`src/rtl/arbitro_pkg.sv`:
```
// ============================================================================
// Module   : arbitro_pkg
// Brief    : Shared types and helpers for the round-robin arbiter family.
// Revision : 1.0 - initial release
// ============================================================================
`default_nettype none

package arbitro_pkg;

    localparam int c_max_n = 16;

    typedef enum logic [0:0] {
        ARB_IDLE  = 1'b0,
        ARB_GRANT = 1'b1
    } arb_state_e;

    // Out-of-range indices return all-zero so callers can slice to their own N.
    function automatic logic [c_max_n-1:0] onehot(input int unsigned idx,
                                                   input int unsigned n);
        logic [c_max_n-1:0] r_vec;
        r_vec = '0;
        if ((idx < n) && (idx < c_max_n)) begin
            r_vec = c_max_n'(1) << idx;
        end
        return r_vec;
    endfunction

endpackage

`default_nettype wire

```
`src/rtl/arbitro_rr_pick.sv`:
```
// ============================================================================
// Module   : arbitro_rr_pick
// Brief    : Combinational rotating priority encoder: first set req bit at or
//            after pointer, wrapping modulo N.
// Revision : 1.0 - initial release
// ============================================================================
`default_nettype none

module arbitro_rr_pick #(
    parameter  int N   = 4,
    localparam int IDW = (N > 1) ? $clog2(N) : 1
) (
    input  logic [N-1:0]   req,
    input  logic [IDW-1:0] pointer,
    output logic [IDW-1:0] pick,
    output logic           any_req
);

    logic [N-1:0] w_upper_mask;
    logic [N-1:0] w_upper_req;
    logic [N-1:0] w_search;

    // Requests at or above the pointer win; otherwise wrap to the lowest index.
    assign w_upper_mask = ~((N'(1) << pointer) - N'(1));
    assign w_upper_req  = req & w_upper_mask;
    assign w_search     = (|w_upper_req) ? w_upper_req : req;
    assign any_req      = |req;

    always_comb begin
        pick = '0;
        for (int j = N - 1; j >= 0; j--) begin
            if (w_search[j]) begin
                pick = IDW'(j);
            end
        end
    end

endmodule

`default_nettype wire

```
`src/rtl/arbitro_rr_n.sv`:
```
// ============================================================================
// Module   : arbitro_rr_n
// Brief    : N-requester round-robin arbiter with registered one-hot grant and
//            request-held ownership. Define ARBITRO_MAXHOLD_EN to cap tenure.
// Revision : 1.0 - initial release
// ============================================================================
`default_nettype none

module arbitro_rr_n
    import arbitro_pkg::*;
#(
    parameter  int N        = 4,
    parameter  int MAX_HOLD = 8,
    localparam int IDW      = (N > 1) ? $clog2(N) : 1
) (
    input  logic           clock,
    input  logic           reset,
    input  logic [N-1:0]   req,
    output logic [N-1:0]   gnt,
    output logic           gnt_valid,
    output logic [IDW-1:0] gnt_id
);

    localparam logic [IDW:0] c_n = (IDW + 1)'(N);

    arb_state_e     r_state_q, r_state_d;
    logic [N-1:0]   r_gnt_q,   r_gnt_d;
    logic           r_valid_q, r_valid_d;
    logic [IDW-1:0] r_id_q,    r_id_d;
    logic [IDW-1:0] r_ptr_q,   r_ptr_d;

    logic [N-1:0]   w_owner_oh;
    logic [N-1:0]   w_pick_req;
    logic [N-1:0]   w_pick_oh;
    logic [IDW-1:0] w_pick;
    logic [IDW:0]   w_pick_inc;
    logic [IDW-1:0] w_ptr_next;
    logic           w_any;
    logic           w_owner_req;
    logic           w_force;
    logic           w_new_grant;

    assign w_owner_oh  = N'(onehot(32'(r_id_q), N));
    assign w_owner_req = |(req & w_owner_oh);

    // The current owner never competes for its own handoff.
    assign w_pick_req  = (r_state_q == ARB_GRANT) ? (req & ~w_owner_oh) : req;

    arbitro_rr_pick #(
        .N       (N)
    ) u_pick (
        .req     (w_pick_req),
        .pointer (r_ptr_q),
        .pick    (w_pick),
        .any_req (w_any)
    );

    assign w_pick_oh  = N'(onehot(32'(w_pick), N));
    assign w_pick_inc = {1'b0, w_pick} + (IDW + 1)'(1);
    assign w_ptr_next = (w_pick_inc == c_n) ? '0 : w_pick_inc[IDW-1:0];

`ifdef ARBITRO_MAXHOLD_EN
    localparam int                  c_hold_w    = $clog2(MAX_HOLD + 1);
    localparam logic [c_hold_w-1:0] c_hold_last = c_hold_w'(MAX_HOLD - 1);

    logic [c_hold_w-1:0] r_hold_q, r_hold_d;

    // w_any here means some other requester is waiting.
    assign w_force = (r_hold_q == c_hold_last) && w_any;

    always_comb begin
        r_hold_d = r_hold_q;
        if (w_new_grant) begin
            r_hold_d = '0;
        end else if ((r_state_q == ARB_GRANT) && (r_hold_q != c_hold_last)) begin
            r_hold_d = r_hold_q + c_hold_w'(1);
        end
    end

    always_ff @(posedge clock) begin
        if (reset) begin
            r_hold_q <= '0;
        end else begin
            r_hold_q <= r_hold_d;
        end
    end
`else
    // Tenure is unbounded when the hold limit is compiled out.
    assign w_force = (MAX_HOLD < 0);
`endif

    always_comb begin
        r_state_d   = r_state_q;
        r_gnt_d     = r_gnt_q;
        r_valid_d   = r_valid_q;
        r_id_d      = r_id_q;
        r_ptr_d     = r_ptr_q;
        w_new_grant = 1'b0;

        case (r_state_q)
            ARB_IDLE: begin
                if (w_any) begin
                    w_new_grant = 1'b1;
                end
            end
            ARB_GRANT: begin
                if (!w_owner_req || w_force) begin
                    if (w_any) begin
                        w_new_grant = 1'b1;
                    end else begin
                        r_state_d = ARB_IDLE;
                        r_gnt_d   = '0;
                        r_valid_d = 1'b0;
                    end
                end
            end
            default: begin
                r_state_d = ARB_IDLE;
            end
        endcase

        if (w_new_grant) begin
            r_state_d = ARB_GRANT;
            r_gnt_d   = w_pick_oh;
            r_valid_d = 1'b1;
            r_id_d    = w_pick;
            r_ptr_d   = w_ptr_next;
        end
    end

    always_ff @(posedge clock) begin
        if (reset) begin
            r_state_q <= ARB_IDLE;
            r_gnt_q   <= '0;
            r_valid_q <= 1'b0;
            r_id_q    <= '0;
            r_ptr_q   <= '0;
        end else begin
            r_state_q <= r_state_d;
            r_gnt_q   <= r_gnt_d;
            r_valid_q <= r_valid_d;
            r_id_q    <= r_id_d;
            r_ptr_q   <= r_ptr_d;
        end
    end

    assign gnt       = r_gnt_q;
    assign gnt_valid = r_valid_q;
    assign gnt_id    = r_id_q;

endmodule

`default_nettype wire

```
`config.mk`:
```
export PLATFORM = sky130hd
export DESIGN_NAME = arbitro_rr_n
export DESIGN_NICKNAME = d
export VERILOG_FILES = /design/src/rtl/arbitro_pkg.sv /design/src/rtl/arbitro_rr_pick.sv /design/src/rtl/arbitro_rr_n.sv
export SDC_FILE = /design/constraint.sdc
export NUM_CORES = 1
export LEC_CHECK = 0
export ABC_CLOCK_PERIOD_IN_PS = 2500
export BUFFER_PORTS_ARGS = -buffer_cell sky130_fd_sc_hd__buf_2
export CAP_MARGIN = 20
export CELL_PAD_IN_SITES_DETAIL_PLACEMENT = 0
export CELL_PAD_IN_SITES_GLOBAL_PLACEMENT = 1
export CORE_MARGIN = 2
export CORE_UTILIZATION = 39
export DETAILED_ROUTE_END_ITERATION = 10
export GPL_ROUTABILITY_DRIVEN = 0
export PLACE_DENSITY_LB_ADDON = 0.1
export SETUP_SLACK_MARGIN = 0.15
export SLEW_MARGIN = 20
export SYNTH_ARGS = -nofsm -noshare
export SYNTH_HDL_FRONTEND = slang
export SYNTH_SLANG_ARGS = --single-unit
```
`constraint.sdc`:
```
create_clock -name clock -period 2.5 [get_ports clock]
set_clock_uncertainty 0.1 [all_clocks]
set_input_delay 0.25 -clock clock [delete_from_list [all_inputs] [get_ports clock]]
set_output_delay 0.25 -clock clock [all_outputs]
set_load 0.02 [all_outputs]
```
# Word level (Yosys, flattened, before mapping)
# Index checks and enable logic that the tools add are counted.
# totals
ff_bits,10
in_bits,6
wordCells,45
# classes
addsub,2
n_eq_ne,3
shift,3
muxes,21
bitwise,6
reduce_logical,5
# ops
operator,count
2-to-1 mux 4 bit,6
bitwise AND 4 bit,3
OR reduction 4 bit,3
"<< shifter 1 x 2 -> 4 bit, first input constant",3
2-to-1 mux 2 bit,5
2-to-1 mux 1 bit,9
NOT 4 bit,2
"subtractor 4 x 2 -> 4 bit, second input constant",1
"adder 2 x 1 -> 3 bit, second input constant",1
"== test 3 bit, second input constant",1
AND reduction 3 bit,1
"!= test 2 x 1 -> 1 bit, second input constant",1
"!= test 2 bit, second input constant",1
one-hot mux 1 bit (2 select lines),1
nonzero test 2 bit,1
NOT 1 bit,1

# Longest topological paths before layout
# depth
depth_word,14
mapped_depth,7

# Cells and area by module
# Synthesis repeated with hierarchy kept, for this count alone.
# hier_totals
cells_unflattened,69
hier_area_um2,615.6
# modules_own_cells
mod,instances,cells_each,area_per_inst_um2
arbitro_rr_n,1,57,541.8
arbitro_rr_pick,1,12,73.8

# Worst setup path after synthesis
# No wires, ideal clock.
# synth_path
path_kind,reg2reg
startpoint,"reg r_id_q[0], in the netlist gnt_id[0]"
endpoint,"reg r_gnt_q[1], in the netlist gnt[1]"
arrival_ps,1777
t_required_ps,2283
slack_ps,507
stages_incl_launch_ff,8
n_path_buf,1
path_cell_list,dfxtp_1 -> buf_6 -> and3b_2 -> o311a_1 -> o211ai_2 -> inv_1 -> ha_1 -> a22o_1
# synth_between
elab_chain_len,13
elab_cells_between_ends,23
classes_between,eq/ne (2); shift (2); mux (10); bitwise (4); reduce/logical (5)
# synth_lines
item,line_no,rtl
from (decl),arbitro_rr_n.sv:29,"logic [IDW-1:0] r_id_q, r_id_d;"
from (signal assigned),arbitro_rr_n.sv:142,r_id_q <= r_id_d;
<< shifter 1 x 2 -> 4 bit *,arbitro_pkg.sv:23,r_vec = c_max_n'(1) << idx;
NOT 4 bit *,arbitro_rr_n.sv:47,assign w_pick_req = (r_state_q == ARB_GRANT) ? (req & ~w_owner_oh) : req;
bitwise AND 4 bit *,arbitro_rr_n.sv:47,
2-to-1 mux 4 bit *,arbitro_rr_n.sv:47,
bitwise AND 4 bit,arbitro_rr_pick.sv:25,assign w_upper_req = req & w_upper_mask;
OR reduction 4 bit,arbitro_rr_pick.sv:26,assign w_search = (|w_upper_req) ? w_upper_req : req;
2-to-1 mux 4 bit *,arbitro_rr_pick.sv:26,
2-to-1 mux 2 bit (3 in series),arbitro_rr_pick.sv:32,if (w_search[j]) begin
2-to-1 mux 2 bit *,arbitro_rr_pick.sv:32,
named net u_pick.pick[0],arbitro_rr_pick.sv:15,"output logic [IDW-1:0] pick,"
<< shifter 1 x 2 -> 4 bit *,arbitro_pkg.sv:23,
2-to-1 mux 4 bit *,arbitro_rr_n.sv:122,if (w_new_grant) begin
to (signal assigned),arbitro_rr_n.sv:140,r_gnt_q <= r_gnt_d;
to (decl),arbitro_rr_n.sv:27,"logic [N-1:0] r_gnt_q, r_gnt_d;"
# The timed path passes the listed nets; every way through them passes the cells marked *.
# A chain may end at the register's enable or synchronous reset.

# Worst setup path after layout
# Same ends and word-level chain as after synthesis.

==> impl_metrics.json <==
{
  "postSynthCellCount": 66,
  "route.vias.total": 542,
  "postLayoutCellArea_um2": 734,
  "crit_family": "compound AO/OA/AOI/OAI gates",
  "crit_slowest_cell": "sky130_fd_sc_hd__dfxtp_1",
  "final_hold_viol_count": 0,
  "postCtsResizedCells": 0,
  "power_density_nw_per_um2": 810,
  "postSynth.topFlopCell": "sky130_fd_sc_hd__dfxtp_1",
  "drt-total-wl_um": 1250,
  "cts-buffers-inserted": 3,
  "ctsLongestPathBuffers": 2,
  "final.hold.worst_slack_ps": 159,
  "antenna_found_initial": 0,
  "post_cts.repair.setup_buffers": 0,
  "crit_path_end_kind": "flop",
  "avgSynthCellArea_um2": 9.59,
  "worst_setup_path_start_kind": "flop",
  "synth_fp_nets": 76,
  "drt_pass1_iterations": 4,
  "fillCellCount": 148,
  "max_cap_viol_count": 0,
  "fmax_mhz": 490,
  "synth.most_common_cell": "sky130_fd_sc_hd__dfxtp_1",
  "globalRoute.totalOverflow": 0,
  "layout.nets": 91,
  "crit_required_ps": 2560,
  "timing.critical_path.fanout_max": 9,
  "largest_net_degree_at_the_start_of_global_routing": 10,
  "netlist_top_cells_area": "sky130_fd_sc_hd__dfxtp_1, sky130_fd_sc_hd__ha_1, sky130_fd_sc_hd__a22o_1, sky130_fd_sc_hd__mux2i_1, sky130_fd_sc_hd__nand3b_1",
  "synth-warning-count": 0,
  "die-height_um": 44.3,
  "clock-sinks": 10,
  "core-area_um2": 1510,
  "cp_cell_sequence": "and3b_2 > o311a_1 > o211ai_2 > inv_1 > ha_1 > a22o_1",
  "number_of_core_rows": 14,
  "min_period_ps": 2040,
  "number_of_global_route_vias_before_repair": 504,
  "cp.buffers_inverters": 1,
  "ant_nets": 0,
  "synthDistinctLibCells": 36,
  "area.growth.synth_to_final_pct": 16.0,
  "die_area_um2": 1960,
  "setup_viol_count_final": 0,
  "ctsHtreeMaxLevel": 1,
  "post-synth-top-area-cell": "sky130_fd_sc_hd__dfxtp_1",
  "synthesis.area_um2": 633,
  "floorplan.initialDensity_pct": 42.0,
  "hold_class": "in2reg",
  "vias_per_cell": 5.65,
  "register_area_um2": 200,
  "worstSetupPathType": "reg2reg",
  "status": "finished clean",
  "remaining_drc_errors": 0,
  "ys_seq_elements": 10,
  "insertedDiodeCount": 0,
  "ir_drop_mv": 0.466,
  "hpwl_um": 933,
  "grt_setup_unrepaired": "false",
  "total_leakage_power_nw": 0.327,
  "yosys.area.top_type_share_pct": 31.6,
  "first_pass_grt_wire_length_um": 2210,
  "io_buffers": 12,
  "synth_edf_count": 0,
  "cts_hold_buffers": 0,
  "detailed_place.area_um2": 698,
  "global_route.usage.total_pct": 15.1,
  "seq_area_frac_synth_pct": 31.6,
  "ys_top_cells_by_count": "sky130_fd_sc_hd__dfxtp_1, sky130_fd_sc_hd__inv_1, sky130_fd_sc_hd__a22o_1, sky130_fd_sc_hd__ha_1, sky130_fd_sc_hd__nand3b_1",
  "cts.root.buffer_cell": "sky130_fd_sc_hd__clkbuf_4",
  "slowest_delay_ps": 510,
  "period_share_pct": 81.6,
  "finalSetupTns_ps": 0,
  "total_i_o_pin_count": 13,
  "crit_arrival_ps": 2100,
  "timing.slew.headroom_pct": 57.8,
  "insertion_delay_ps": 270,
  "multi_input_comb_area_um2": 392,
  "tritoncts": "yes",
  "drive_gt1_share_pct": 32.5,
  "synth_async_sr_flop_share_pct": 0,
  "tightestPinTransition_ps": 627,
  "drt-wirelength-per-cell_um": 13.0,
  "drv_slew": 0,
  "clock_transition_at_the_registers_of_the_reported_paths_ps": 70,
  "drt_iter0_markers": 8,
  "die_w_um": 44.3
}
-- power breakdown --
part / leakage [nW] / switching [mW] / internal, mW / total, mW
clock network: 0.0210 / 0.0578 / 0.0885 / 0.146
logic: 0.223 / 0.122 / 0.0965 / 0.218
registers: 0.0828 / 0.0387 / 0.192 / 0.230
total: 0.327 / 0.218 / 0.377 / 0.595
-- flip-flops by register name, summed over array words and instances (netlist names) --
signal / cells
gnt_id: 2
r_ptr_q: 2
r_state_q: 1
gnt_valid: 1
gnt: 4
-- layer usage --
metal | global-route usage [%] | routed length (um) | vias up
met5 | 0 | 0 | -
met4 | 1.82 | 0 | 0
met3 | 6.12 | 70 | 0
met2 | 24.1 | 552 | 13
met1 | 19.8 | 622 | 249
li1 | - | - | 280
-- path summary, 6_finish.rpt --
kind	startpoint	to	slack, ps	cells past startpoint
worst max-delay path	gnt_id[0]	gnt[1]	460	6
worst min-delay path	reset	r_state_q	160	2
worst max register to register	gnt_id[0]	gnt[1]	460	6
worst min register to register	gnt_valid	gnt_valid	370	2
-- worst register-to-register path, cell delays in order, from the launching register on --
cell and delay (ps):
sky130_fd_sc_hd__dfxtp_1 510, sky130_fd_sc_hd__and3b_2 280, sky130_fd_sc_hd__o311a_1 300, sky130_fd_sc_hd__o211ai_2 250, sky130_fd_sc_hd__inv_1 100, sky130_fd_sc_hd__ha_1 210, sky130_fd_sc_hd__a22o_1 200
-- final cells by class --
| cell class | instances | area share, % |
|---|---|---|
| timing repair buffer | 12 | 8.18 |
| inverter | 7 | 3.58 |
| sequential | 10 | 27.3 |
| clock buffer | 4 | 4.94 |
| multi-input combinational | 47 | 53.3 |
| tap | 16 | 2.73 |
-- through the flow --
stage | total power, mW | setup WS [ps] | utilization (%) | cells
finish | 0.595 | 460 | 48.8 | 96
global placement | 0.453 | 533 | 46.3 | 92
detailed placement | 0.453 | 461 | 46.3 | 92
CTS | 0.604 | 445 | 48.8 | 96
floorplan | 0.401 | 507 | - | 66
global route | 0.645 | 341 | 48.8 | 96
-- logic make-up (layout without fill, tap and decap cells) --
kind of cell    Yosys count  count (layout)  share of synthesized area (%)
fa+ha+maj                 4               4                           7.91
compound gates           21              21                           28.5
simple gates             19              19                           20.8
mux                       3               3                           4.74
flops                    10              10                           31.6
buf+inv                   9              23                           6.52
-- cells in the final DEF, fill, tap and decap left out, types with 2 or more instances in the layout --
| cell | count |
|---|---|
| sky130_fd_sc_hd__a21oi_1 | 2 |
| sky130_fd_sc_hd__a22o_1 | 4 |
| sky130_fd_sc_hd__a32oi_1 | 2 |
| sky130_fd_sc_hd__buf_2 | 12 |
| sky130_fd_sc_hd__clkbuf_4 | 3 |
| sky130_fd_sc_hd__dfxtp_1 | 10 |
| sky130_fd_sc_hd__ha_1 | 4 |
| sky130_fd_sc_hd__inv_1 | 7 |
| sky130_fd_sc_hd__mux2i_1 | 3 |
| sky130_fd_sc_hd__nand3b_1 | 4 |
| sky130_fd_sc_hd__nor2_1 | 2 |
| sky130_fd_sc_hd__o211ai_2 | 2 |
No activity file was read; power rests on OpenSTA's default activity.
